## src/rtl/p_hit_sched.sv

```systemverilog
// rtl/p_hit_sched.sv - per-ray triangle sweep sequencer for p_hit; optional stats via P_HIT_SCHED_STATS_EN
module p_hit_sched #(
  parameter int TRI_ADDR_BITS   = 10,
  parameter int MAX_OUTSTANDING = 8
) (
  input  logic                       clock,
  input  logic                       reset,
  input  logic                       ray_valid,
  output logic                       ray_ready,
  input  logic signed [31:0]         ray_origin   [2:0],
  input  logic signed [31:0]         ray_dir      [2:0],
  input  logic [TRI_ADDR_BITS-1:0]   ray_tri_base,
  input  logic [TRI_ADDR_BITS:0]     ray_num_tri,
  output logic                       tri_rd_en,
  output logic [TRI_ADDR_BITS-1:0]   tri_rd_addr,
  input  logic signed [31:0]         tri_normal_1 [2:0],
  input  logic signed [31:0]         tri_normal_2 [2:0],
  input  logic signed [31:0]         tri_v0       [2:0],
  output logic signed [31:0]         ph_origin    [2:0],
  output logic signed [31:0]         ph_dir       [2:0],
  output logic signed [31:0]         ph_normal_1  [2:0],
  output logic signed [31:0]         ph_normal_2  [2:0],
  output logic signed [31:0]         ph_v0        [2:0],
  output logic                       ph_in_wr_en,
  input  logic                       ph_in_full,
  input  logic signed [31:0]         ph_out       [2:0],
  input  logic                       ph_out_empty,
  output logic                       ph_out_rd_en,
  output logic                       hit_valid,
  input  logic                       hit_ready,
  output logic signed [31:0]         hit_point    [2:0],
  output logic [TRI_ADDR_BITS-1:0]   hit_tri_idx,
  output logic                       ray_done,
  output logic                       busy
`ifdef P_HIT_SCHED_STATS_EN
  ,
  output logic [31:0]                stat_stall_cycles,
  output logic [31:0]                stat_hits
`endif
);

  localparam int AW = TRI_ADDR_BITS;
  localparam int OW = $clog2(MAX_OUTSTANDING + 1);
  localparam logic [OW-1:0] MAX_CREDIT = OW'(MAX_OUTSTANDING);

  typedef enum logic [2:0] {
    S_IDLE,
    S_FETCH,
    S_LATCH,
    S_ISSUE,
    S_DRAIN,
    S_DONE
  } state_t;

  state_t        state_q, state_d;
  logic [AW-1:0] base_q;
  logic [AW:0]   count_q;
  logic [AW:0]   idx_q;
  logic [AW-1:0] res_q;
  logic [OW-1:0] outstanding_q;
  logic          accept;
  logic          can_issue;
  logic          last_issue;

  assign ray_ready    = (state_q == S_IDLE);
  assign busy         = (state_q != S_IDLE);
  assign tri_rd_addr  = base_q + idx_q[AW-1:0];
  assign can_issue    = !ph_in_full && (outstanding_q < MAX_CREDIT);
  assign last_issue   = ((idx_q + (AW+1)'(1)) == count_q);
  // Results are drained whenever the hit register is empty or being emptied this cycle.
  assign ph_out_rd_en = !ph_out_empty && (!hit_valid || hit_ready);

  // State register.
  always_ff @(posedge clock or negedge reset) begin
    if (!reset) state_q <= S_IDLE;
    else        state_q <= state_d;
  end

  // Next-state and per-state strobes.
  always_comb begin
    state_d     = state_q;
    accept      = 1'b0;
    tri_rd_en   = 1'b0;
    ph_in_wr_en = 1'b0;
    ray_done    = 1'b0;
    case (state_q)
      S_IDLE: begin
        if (ray_valid) begin
          accept  = 1'b1;
          state_d = (ray_num_tri == '0) ? S_DONE : S_FETCH;
        end
      end
      S_FETCH: begin
        tri_rd_en = 1'b1;
        state_d   = S_LATCH;
      end
      S_LATCH: state_d = S_ISSUE;
      S_ISSUE: begin
        if (can_issue) begin
          ph_in_wr_en = 1'b1;
          state_d     = last_issue ? S_DRAIN : S_FETCH;
        end
      end
      S_DRAIN: begin
        if (outstanding_q == '0 && (!hit_valid || hit_ready)) state_d = S_DONE;
      end
      S_DONE: begin
        ray_done = 1'b1;
        state_d  = S_IDLE;
      end
      default: state_d = S_IDLE;
    endcase
  end

  // Ray registers, issue index and triangle holding registers.
  always_ff @(posedge clock or negedge reset) begin
    if (!reset) begin
      base_q  <= '0;
      count_q <= '0;
      idx_q   <= '0;
      for (int k = 0; k < 3; k++) begin
        ph_origin[k]   <= '0;
        ph_dir[k]      <= '0;
        ph_normal_1[k] <= '0;
        ph_normal_2[k] <= '0;
        ph_v0[k]       <= '0;
      end
    end else begin
      if (accept) begin
        ph_origin <= ray_origin;
        ph_dir    <= ray_dir;
        base_q    <= ray_tri_base;
        count_q   <= ray_num_tri;
        idx_q     <= '0;
      end
      if (state_q == S_LATCH) begin
        ph_normal_1 <= tri_normal_1;
        ph_normal_2 <= tri_normal_2;
        ph_v0       <= tri_v0;
      end
      if (ph_in_wr_en) idx_q <= idx_q + (AW+1)'(1);
    end
  end

  // Result path: p_hit is in-order, so the tag is simply base plus result count.
  always_ff @(posedge clock or negedge reset) begin
    if (!reset) begin
      res_q       <= '0;
      hit_valid   <= 1'b0;
      hit_tri_idx <= '0;
      for (int k = 0; k < 3; k++) hit_point[k] <= '0;
    end else begin
      if (accept) begin
        res_q <= '0;
      end else if (ph_out_rd_en) begin
        res_q <= res_q + AW'(1);
      end
      if (ph_out_rd_en) begin
        hit_point   <= ph_out;
        hit_tri_idx <= base_q + res_q;
        hit_valid   <= 1'b1;
      end else if (hit_ready) begin
        hit_valid <= 1'b0;
      end
    end
  end

  // Credit counter for triangles inside p_hit.
  always_ff @(posedge clock or negedge reset) begin
    if (!reset) begin
      outstanding_q <= '0;
    end else begin
      case ({ph_in_wr_en, ph_out_rd_en})
        2'b10:   outstanding_q <= outstanding_q + OW'(1);
        2'b01:   outstanding_q <= outstanding_q - OW'(1);
        default: outstanding_q <= outstanding_q;
      endcase
    end
  end

`ifdef P_HIT_SCHED_STATS_EN
  // Per-ray saturating stall and hit counters.
  always_ff @(posedge clock or negedge reset) begin
    if (!reset) begin
      stat_stall_cycles <= '0;
      stat_hits         <= '0;
    end else if (accept) begin
      stat_stall_cycles <= '0;
      stat_hits         <= '0;
    end else begin
      if (state_q == S_ISSUE && !can_issue && stat_stall_cycles != '1)
        stat_stall_cycles <= stat_stall_cycles + 32'd1;
      if (hit_valid && hit_ready && stat_hits != '1)
        stat_hits <= stat_hits + 32'd1;
    end
  end
`endif

endmodule

```

## config.mk

```make
export PLATFORM = sky130hd
export DESIGN_NAME = p_hit_sched
export DESIGN_NICKNAME = d
export VERILOG_FILES = /design/src/rtl/p_hit_sched.sv
export SDC_FILE = /design/constraint.sdc
export NUM_CORES = 1
export LEC_CHECK = 0
export CORE_AREA = 2 2 476 478
export DETAILED_ROUTE_END_ITERATION = 8
export DIE_AREA = 0 0 478 480
export HOLD_SLACK_MARGIN = 0.06
export PLACE_DENSITY = 0.3
export SLEW_MARGIN = 20
export SYNTH_ARGS = -nofsm -noshare
export SYNTH_HDL_FRONTEND = slang
export SYNTH_SLANG_ARGS = --single-unit
```

## constraint.sdc

```tcl
create_clock -name clock -period 7.76 [get_ports clock]
set_clock_uncertainty 0.05 [all_clocks]
set_input_delay 1.164 -clock clock [delete_from_list [all_inputs] [get_ports clock]]
set_output_delay 1.164 -clock clock [all_outputs]
set_load 0.05 [all_outputs]
```

* Yosys cells after proc, flatten, opt, wreduce, memory -nomap -nowiden
Index checks and enable logic that the tools add are counted.
Word-level totals: bits in writable memories 0, ROM bits 0, input bits 603, bits in latches 0, memories 0, bits in registers 636, word-level logic and storage cells 79, output and inout port bits 603
Operators by class: div/mod/pow operators 0, equality and inequality tests 11, add/sub/neg operators 6, $lt $le $gt $ge 1, reductions and logical operators 16, shift-type cells 0, multipliers 0, multiplexer cells 19, bitwise operators 0
Operators by type and width (count):
- $mux W11 | 2
- $add A10 B10 Y10 | 2
- $mux W10 | 2
- $mux W3 | 5
- $pmux W3 S5 | 1
- $add A11 B1 Y11 const B | 1
- $eq A11 B11 Y1 | 1
- $logic_not A11 Y1 | 1
- $add A10 B1 Y10 const B | 1
- $mux W1 | 8
- $pmux W4 S2 | 1
- $reduce_bool A2 Y1 | 4
- $eq A3 B2 Y1 const B | 2
- $eq A3 B3 Y1 const B | 2
- $ne A2 B2 Y1 const B | 3
- $add A4 B1 Y4 const B | 1
- $logic_not A4 Y1 | 1
- $lt A4 B4 Y1 const B | 1
- $sub A4 B1 Y4 const B | 1
- $eq A3 B1 Y1 const B | 1
- $logic_and A1 B1 Y1 | 3
- $logic_not A1 Y1 | 3
- $logic_not A3 Y1 | 1
- $reduce_and A3 Y1 | 1
- other kinds (4) | 4

* Logic depth before layout (Yosys ltp)
Gate-level depths: netlist of run 1.
depth in word-level cells 6, mapped depth 13, gate-level depth less buffers 10

* Least setup slack after synthesis of run 1
No wires, ideal clock.
path type register to output, start register idx_q[1], end output port tri_rd_addr[9], stages on the path, launching flop included 8, slack 3.672 ns, data required time 6.546 ns, buffers on the path 0, data arrival time 2.874 ns, path through dfrtp_1 ha_1 a21o_1 a21oi_1 o21ai_1 or4_1 and3_1 a211oi_1
Between the ends: cells in the longest elaborated chain, start to end 1
Ends and longest elaborated chain:
- start: declaration | RTL line 58 | logic [AW:0] idx_q;
- start signal: assignment | RTL line 141 | if (ph_in_wr_en) idx_q <= idx_q + (AW+1)'(1);
- $add A10 B10 Y10 | RTL line 67 | assign tri_rd_addr = base_q + idx_q[AW-1:0];
- end: declaration | RTL line 15 | output logic [TRI_ADDR_BITS-1:0] tri_rd_addr,
No other way between the ends.

* Worst setup path after layout of run 1
start register idx_q[0], end output port tri_rd_addr[6]
The elaborated chain is that of the path after synthesis.

==> summary.md, run 1 <==
| Metric | Value |
|---|---|
| CP Max Fanout | 7 |
| Worst-Skew Late Latency | 0.71 ns |
| Routed via count | 19,300 |
| Gate power share | 0.546 |
| Vias in the first global route | 20,800 |
| Post-route minimum period | 5.23 ns |
| Post-synthesis xor/xnor area fraction | 0.0148 |
| Fmax | 191 MHz |
| Hold Path Class | register to register |
| Max clock buf depth | 3 |
| Sequential Power Share | 0.259 |
| GP Congestion | 0.782 |
| Rel. slew slack | 0.302 |
| Routed len/inst | 22.9 um |
| First-pass GRT wire length | 187 mm |
| Cts repair resizes | 0 |
| CP required | 6.55 ns |
| Mux share of post-synthesis cell area | 0.227 |
| CTS tree | built |
| Hold buffers post-CTS | 0 |
| Power density over the cells | 504 nW/um2 |
| # IOs | 1,206 |
| Fillers | 24,300 |
| Area growth syn-to-layout | 75.3% |
| Worst VDD drop | 0.248 mV |
| Static leakage | 0.0176 uW |
| Synth area leader | dfrtp_1 |
| Status | completed |
| GR Overflow Total | 0 |
| H-tree depth | 3 |
| Die Ht | 480 um |
| Initial antenna violation count | 69 |
| Setup Viol. Count Final | 0 |
| Setup bufs post-CTS | 0 |
| Clock power share | 0.195 |
| Sw Ratio | 0.479 |
| EDFF count, synth | 0 |
| Final hold viol count | 0 |
| Power consumption | 22,000 uW |
| Drt pass-1 iters | 4 |
| Rows | 174 |
| Clock transition at path regs | 0.05 ns |
| Largest family of logic cells by synthesized area | multiplexers |
| TritonCTS buffer count | 94 |
| Max Slew Vio Count | 0 |
| Max Cap Viol | 0 |
| Critical Path End Type | output port |
| Critical path arrival | 4.01 ns |
| Die area | 229,000 um2 |
| Switch Pwr | 10,500 uW |
| Share of cells above drive strength 1 | 0.150 |
| Routed Antenna Nets | 0 |
| Mapped Cells | 1,797 |
| Final net count | 3,662 |
| Detailed placement HPWL | 109 mm |
| Starting DRT DRC Count | 605 |
| Tot GR Track Use | 0.118 |
| Pin count of the biggest net entering global routing | 136 |
| RSZ-0062 raised after global routing | false |
| Synthesized Nets | 2,426 |
| Core area | 224,000 um2 |
| Fraction of the mapped netlist area in simple logic gates | 0.0694 |
| Synth Register Bits | 636 |
| Startpoint types | register |
| Internal | 11,400 uW |
| Top post-synthesis cells by area | dfrtp_1 64%, mux2_2 13%, mux2_1 9.6% |
| Yosys cell types | 54 |
| Synth Area in Adders | 0.0140 |
| Compound-Gate Fraction of Synth Area | 0.0181 |
| Post-synthesis sequential area ratio | 0.639 |
| Clock sinks | 636 |
| Root Buffer | clkbuf_16 |
| Final Cycle Share | 0.673 |
| # DRC | 0 |
| Critical path class | register to output port |
| Commonest non-fill, non-tap cell in the layout | clkdlybuf4s50_1 |
| Asr flop ratio synth | 1.00 |
| Synth Warn # | 0 |
| Mapped Area | 24,900 um2 |
| Routed wire length | 140 mm |
| Main flop type after synthesis | dfrtp_1 |
| Total negative slack | 0 ns |
| Yosys top cell area share | 0.639 |
| I/O Buffers | 1,205 |
| Via-per-instance ratio | 3.16 |
| Syn_area_per_cell | 13.9 um2 |
| Initial Util | 0.111 |
| Slew @ Worst Pin | 1.05 ns |
| Commonest cells after routing, fill and taps aside | 1,204 x clkdlybuf4s50_1, 636 x dfrtp_1, 328 x nand2_1 |
| Die W | 478 um |
| WHS Path Cells | 2 |
| Worst reg2reg path depth | 6 |
## layer usage
| layer | global-route usage | part of all wire | routed length (um) | up-vias |
|---|---|---|---|---|
| met2 | 0.192 | 0.46 | 64500 | 942 |
| met1 | 0.130 | 0.38 | 53500 | 9452 |
| met5 | 0 | 0.0016 | 217 | - |
| met4 | 0.0315 | 0.028 | 3970 | 32 |
| li1 | - | - | - | 8661 |
| met3 | 0.0691 | 0.12 | 17400 | 237 |
## critical path, stage by stage, from the launching register on
cell and delay [ns]:
dfrtp_1 0.48, ha_1 0.23, inv_1 0.06, fa_1 0.39, nor2b_1 0.13, o21ai_0 0.11, a21boi_0 0.39, o21ai_0 0.19
nor2b_1 0.18, xnor2_1 0.22, clkdlybuf4s50_1 0.92
## worst paths after layout
check                               from          endpoint  slack (ns)
max in group asynchronous          reset  outstanding_q[2]        5.50
max                             idx_q[0]    tri_rd_addr[6]        2.53
max reg2reg                   state_q[0]          idx_q[6]        4.37
min                        hit_point[81]     hit_point[81]        0.42
min in group asynchronous          reset        ph_dir[89]        0.43
min reg2reg                hit_point[81]     hit_point[81]        0.42
## kinds of logic after synthesis
kind of cell,count (synthesis)
fa+ha+maj,26
buf+inv,105
xor+xnor,42
simple gates,413
mux,501
flops,636
compound gates,74
## sequential cells by signal, indices dropped and copies added (netlist names)
name           cells
res_q             10
ph_origin         96
ph_normal_1       96
count_q           11
idx_q             11
ph_normal_2       96
base_q            10
ph_dir            96
hit_point         96
state_q            3
hit_valid          1
ph_v0             96
hit_tri_idx       10
outstanding_q      4
## synthesized netlist by cell type (all sizes together) (4+ instances only)
cell type  count
a21o           6
a21oi         12
a31oi          5
and2           4
and3           4
buf           47
clkbuf        41
dfrtp        636
ha            23
inv           17
mux2         500
nand2        328
nand2b         4
nand3         11
nor2          24
nor2b          6
nor3           6
nor4           5
o21ai         32
or2            4
xnor2         27
xor2          15
## cell type report
| class | count | area [um2] | area share |
|---|---|---|---|
| diodes | 14 | 35.0 | 0.000803 |
| clock buffers | 139 | 2730 | 0.0626 |
| clock inverters | 25 | 280 | 0.00642 |
| inverters | 17 | 66.3 | 0.00152 |
| multi-input cells | 1056 | 8550 | 0.196 |
| flip-flops and latches | 636 | 15900 | 0.365 |
| well taps | 2992 | 3740 | 0.0858 |
| repair buffers | 1228 | 12300 | 0.282 |
## per-stage QoR
stage | hold slack (ns) | setup slack [ns] | util | std cells | cell area [um2]
6_report | 0.417 | 2.53 | 0.195 | 6107 | 43600
5_1_grt | 0.413 | 2.16 | 0.195 | 6098 | 43600
4_1_cts | 0.395 | 2.28 | 0.195 | 6093 | 43600
3_5_place_dp | 0.411 | 3.00 | 0.181 | 5929 | 40600
3_3_place_gp | 0.407 | 2.97 | 0.181 | 5929 | 40600
2_1_floorplan | 0.421 | 3.67 | - | 1797 | 24900
## power groups by stage
stage	Combinational, uW	Sequential [uW]	Clock (uW)
global route	12500	5910	4640
CTS	12200	5730	4540
global placement	12300	5710	0
finish	12000	5680	4290
detailed placement	12200	5740	0
floorplan	2460	10400	0
Note: power is estimated with default switching activity, not from simulation.
==> run 2, diff against run 1 <==
Settings changed: CORE_AREA 2 2 476 478 to 2 2 472 474, DIE_AREA 0 0 478 480 to 0 0 474 476, PLACE_DENSITY 0.3 to 0.32.
Clock period 7.76 ns to 4.8 ns, I/O delays scaled along.
==> run 2 against run 1 <==
Compared with the run above: register-to-register slack got worse by 2.4 ns; largest cell class unchanged; cell area rose by 0.42%; flip-flop and latch count did not move; highest routed layer unchanged.
==> summary.md, run 2 (synthesis gave the netlist of run 1 again) <==
| Metric | Value |
|---|---|
| I/O Buffers | 1,205 (unchanged) |
| Power density over the cells | 810 nW/um2 (+61%) |
| Commonest non-fill, non-tap cell in the layout | clkdlybuf4s50_1 |
| Slew @ Worst Pin | 0.977 ns (-0.0700 ns) |
| Worst VDD drop | 0.445 mV (+79%) |
| Routed wire length | 136 mm (-2.7%) |
| RSZ-0062 raised after global routing | false |
| H-tree depth | 3 (unchanged) |
| # DRC | 0 (unchanged) |
| CP required | 4.03 ns (-2.52 ns) |
| Share of cells above drive strength 1 | 0.151 (+0.00125) |
| Detailed placement HPWL | 107 mm (-1.7%) |
| GR Overflow Total | 0 (unchanged) |
| Drt pass-1 iters | 4 (unchanged) |
| First-pass GRT wire length | 181 mm (-3.5%) |
| Clock transition at path regs | 0.05 ns (about the same) |
| Die Ht | 476 um (-0.83%) |
| Max clock buf depth | 3 (unchanged) |
| Vias in the first global route | 20,500 (-1.5%) |
| Clock sinks | 636 (unchanged) |
| Via-per-instance ratio | 3.16 (-0.16%) |
| CTS tree | built |
| Startpoint types | register |
| Die W | 474 um (-0.84%) |
| Post-route minimum period | 4.47 ns |
| Status | completed |
| # IOs | 1,206 (unchanged) |
| Routed Antenna Nets | 0 (unchanged) |
| Core area | 221,000 um2 (-1.3%) |
| Power consumption | 35,500 uW (+62%) |
| Area growth syn-to-layout | 76.0% |
| Setup bufs post-CTS | 0 (unchanged) |
| GP Congestion | 0.743 (-5.0%) |
| Fmax | 224 MHz |
| Rows | 173 (-0.57%) |
| Setup Viol. Count Final | 0 (unchanged) |
| Starting DRT DRC Count | 710 (+17%) |
| Crit path cell chain | ha_1 -> a21o_1 -> a21oi_1 -> o21ai_1 -> or4_1 -> and3_1 -> a211oi_1 -> clkdlybuf4s50_1 |
| Final hold viol count | 0 (unchanged) |
| Total negative slack | 0 ns (unchanged) |
| Critical Path End Type | output port |
| Critical path class | register to output port |
| Core Util, Final | 0.198 (+0.00349) |
| Routed len/inst | 22.2 um (-2.8%) |
| Root Buffer | clkbuf_16 |
| Tot GR Track Use | 0.116 (-0.00179) |
| CP peak stage delay | 0.89 ns (-0.03 ns) |
| Max Slew Vio Count | 0 (unchanged) |
| Critical path arrival | 3.70 ns (-0.31 ns) |
| CP max-delay cell | clkdlybuf4s50_1 |
| Pin count of the biggest net entering global routing | 116 (-15%) |
| Initial antenna violation count | 57 (-17%) |
| CP Max Fanout | 6 (-1) |
| Worst-Skew Late Latency | 0.72 ns (about the same) |
| Final net count | 3,673 (+0.30%) |
| Max Cap Viol | 0 (unchanged) |
| Rel. slew slack | 0.348 (+0.0466) |
| Initial Util | 0.113 (+0.00152) |
| Hold Path Class | register to register |
| Static leakage | 0.0176 uW (+0.50%) |
| TritonCTS buffer count | 92 (-2.1%) |
| Final Cycle Share | 0.932 |
| Die area | 226,000 um2 (-1.7%) |
| Routed via count | 19,300 (-0.14%) |
| Commonest cells after routing, fill and taps aside | 1,203 x clkdlybuf4s50_1, 636 x dfrtp_1, 328 x nand2_1 |
run 2: final timing paths:
path / startpoint / end / slack, ns / cells after the start
worst max-delay path: idx_q[1] / tri_rd_addr[9] / 0.33 / 8
worst min register to register: hit_point[64] / hit_point[64] / 0.42 / 2
worst min-delay path: hit_point[64] / hit_point[64] / 0.42 / 2
min in group asynchronous: reset / ph_normal_1[53] / 0.59 / 2
worst max register to register: state_q[0] / ph_dir[90] / 1.94 / 4
max in group asynchronous: reset / ph_dir[2] / 2.88 / 3
run 2: per-stage QoR:
step / setup slack [ns] / cells / cell area, um2 / hold slack, ns
after floorplan: 1.16 / 1797 / 24900 / 0.374
after global placement: 0.984 / 5924 / 40700 / 0.408
after detailed placement: 1.04 / 5924 / 40700 / 0.411
after CTS: 0.174 / 6090 / 43800 / 0.355
after global routing: 0.00156 / 6096 / 43800 / 0.416
final: 0.329 / 6108 / 43800 / 0.420
run 2: metal layers:
metal  share of wire  GRT usage  up-vias
li1                -          -     8694
met2            0.45      0.183      903
met4           0.027     0.0384       32
met1            0.40      0.134     9470
met5          0.0015          0        -
met3            0.12     0.0617      197
run 2: cell type report:
type / instances / area [um2]
Antenna cell: 18 / 45.0
Clock buffer: 143 / 2700
Sequential cell: 636 / 15900
Fill cell: 24000 / 177000
Clock inverter: 22 / 335
Multi-Input combinational cell: 1056 / 8550
Tap cell: 2975 / 3720
Timing Repair Buffer: 1241 / 12500
Inverter: 17 / 66.3
run 2: worst max-delay path, delay by kind of cell (launching register included):
family	cells	cell delay [ns]
compound gates	4	0.75
fa+ha+maj	1	0.31
buf+inv	1	0.89
flops	1	0.45
simple gates	2	0.58
run 2: timing repair:
item	CTS	global route
hold buffers	1	0
resized for setup	0	1
endpoints found under the hold margin	42	0
endpoints found under the setup margin	0	1
run 2: report_power, final:
group          leakage (uW)  switching [uW]  internal, uW
Combinational       0.00856           12600          6690
Clock               0.00147            2840          4130
Sequential          0.00761            1450          7760
Total                0.0176           16900         18600
==> run 3, diff against run 2 <==
Settings changed: SKIP_LAST_GASP from default to 1.
==> results of run 3 <==
Same layout as run 2: the final DEF is identical, and so are final timing and power.
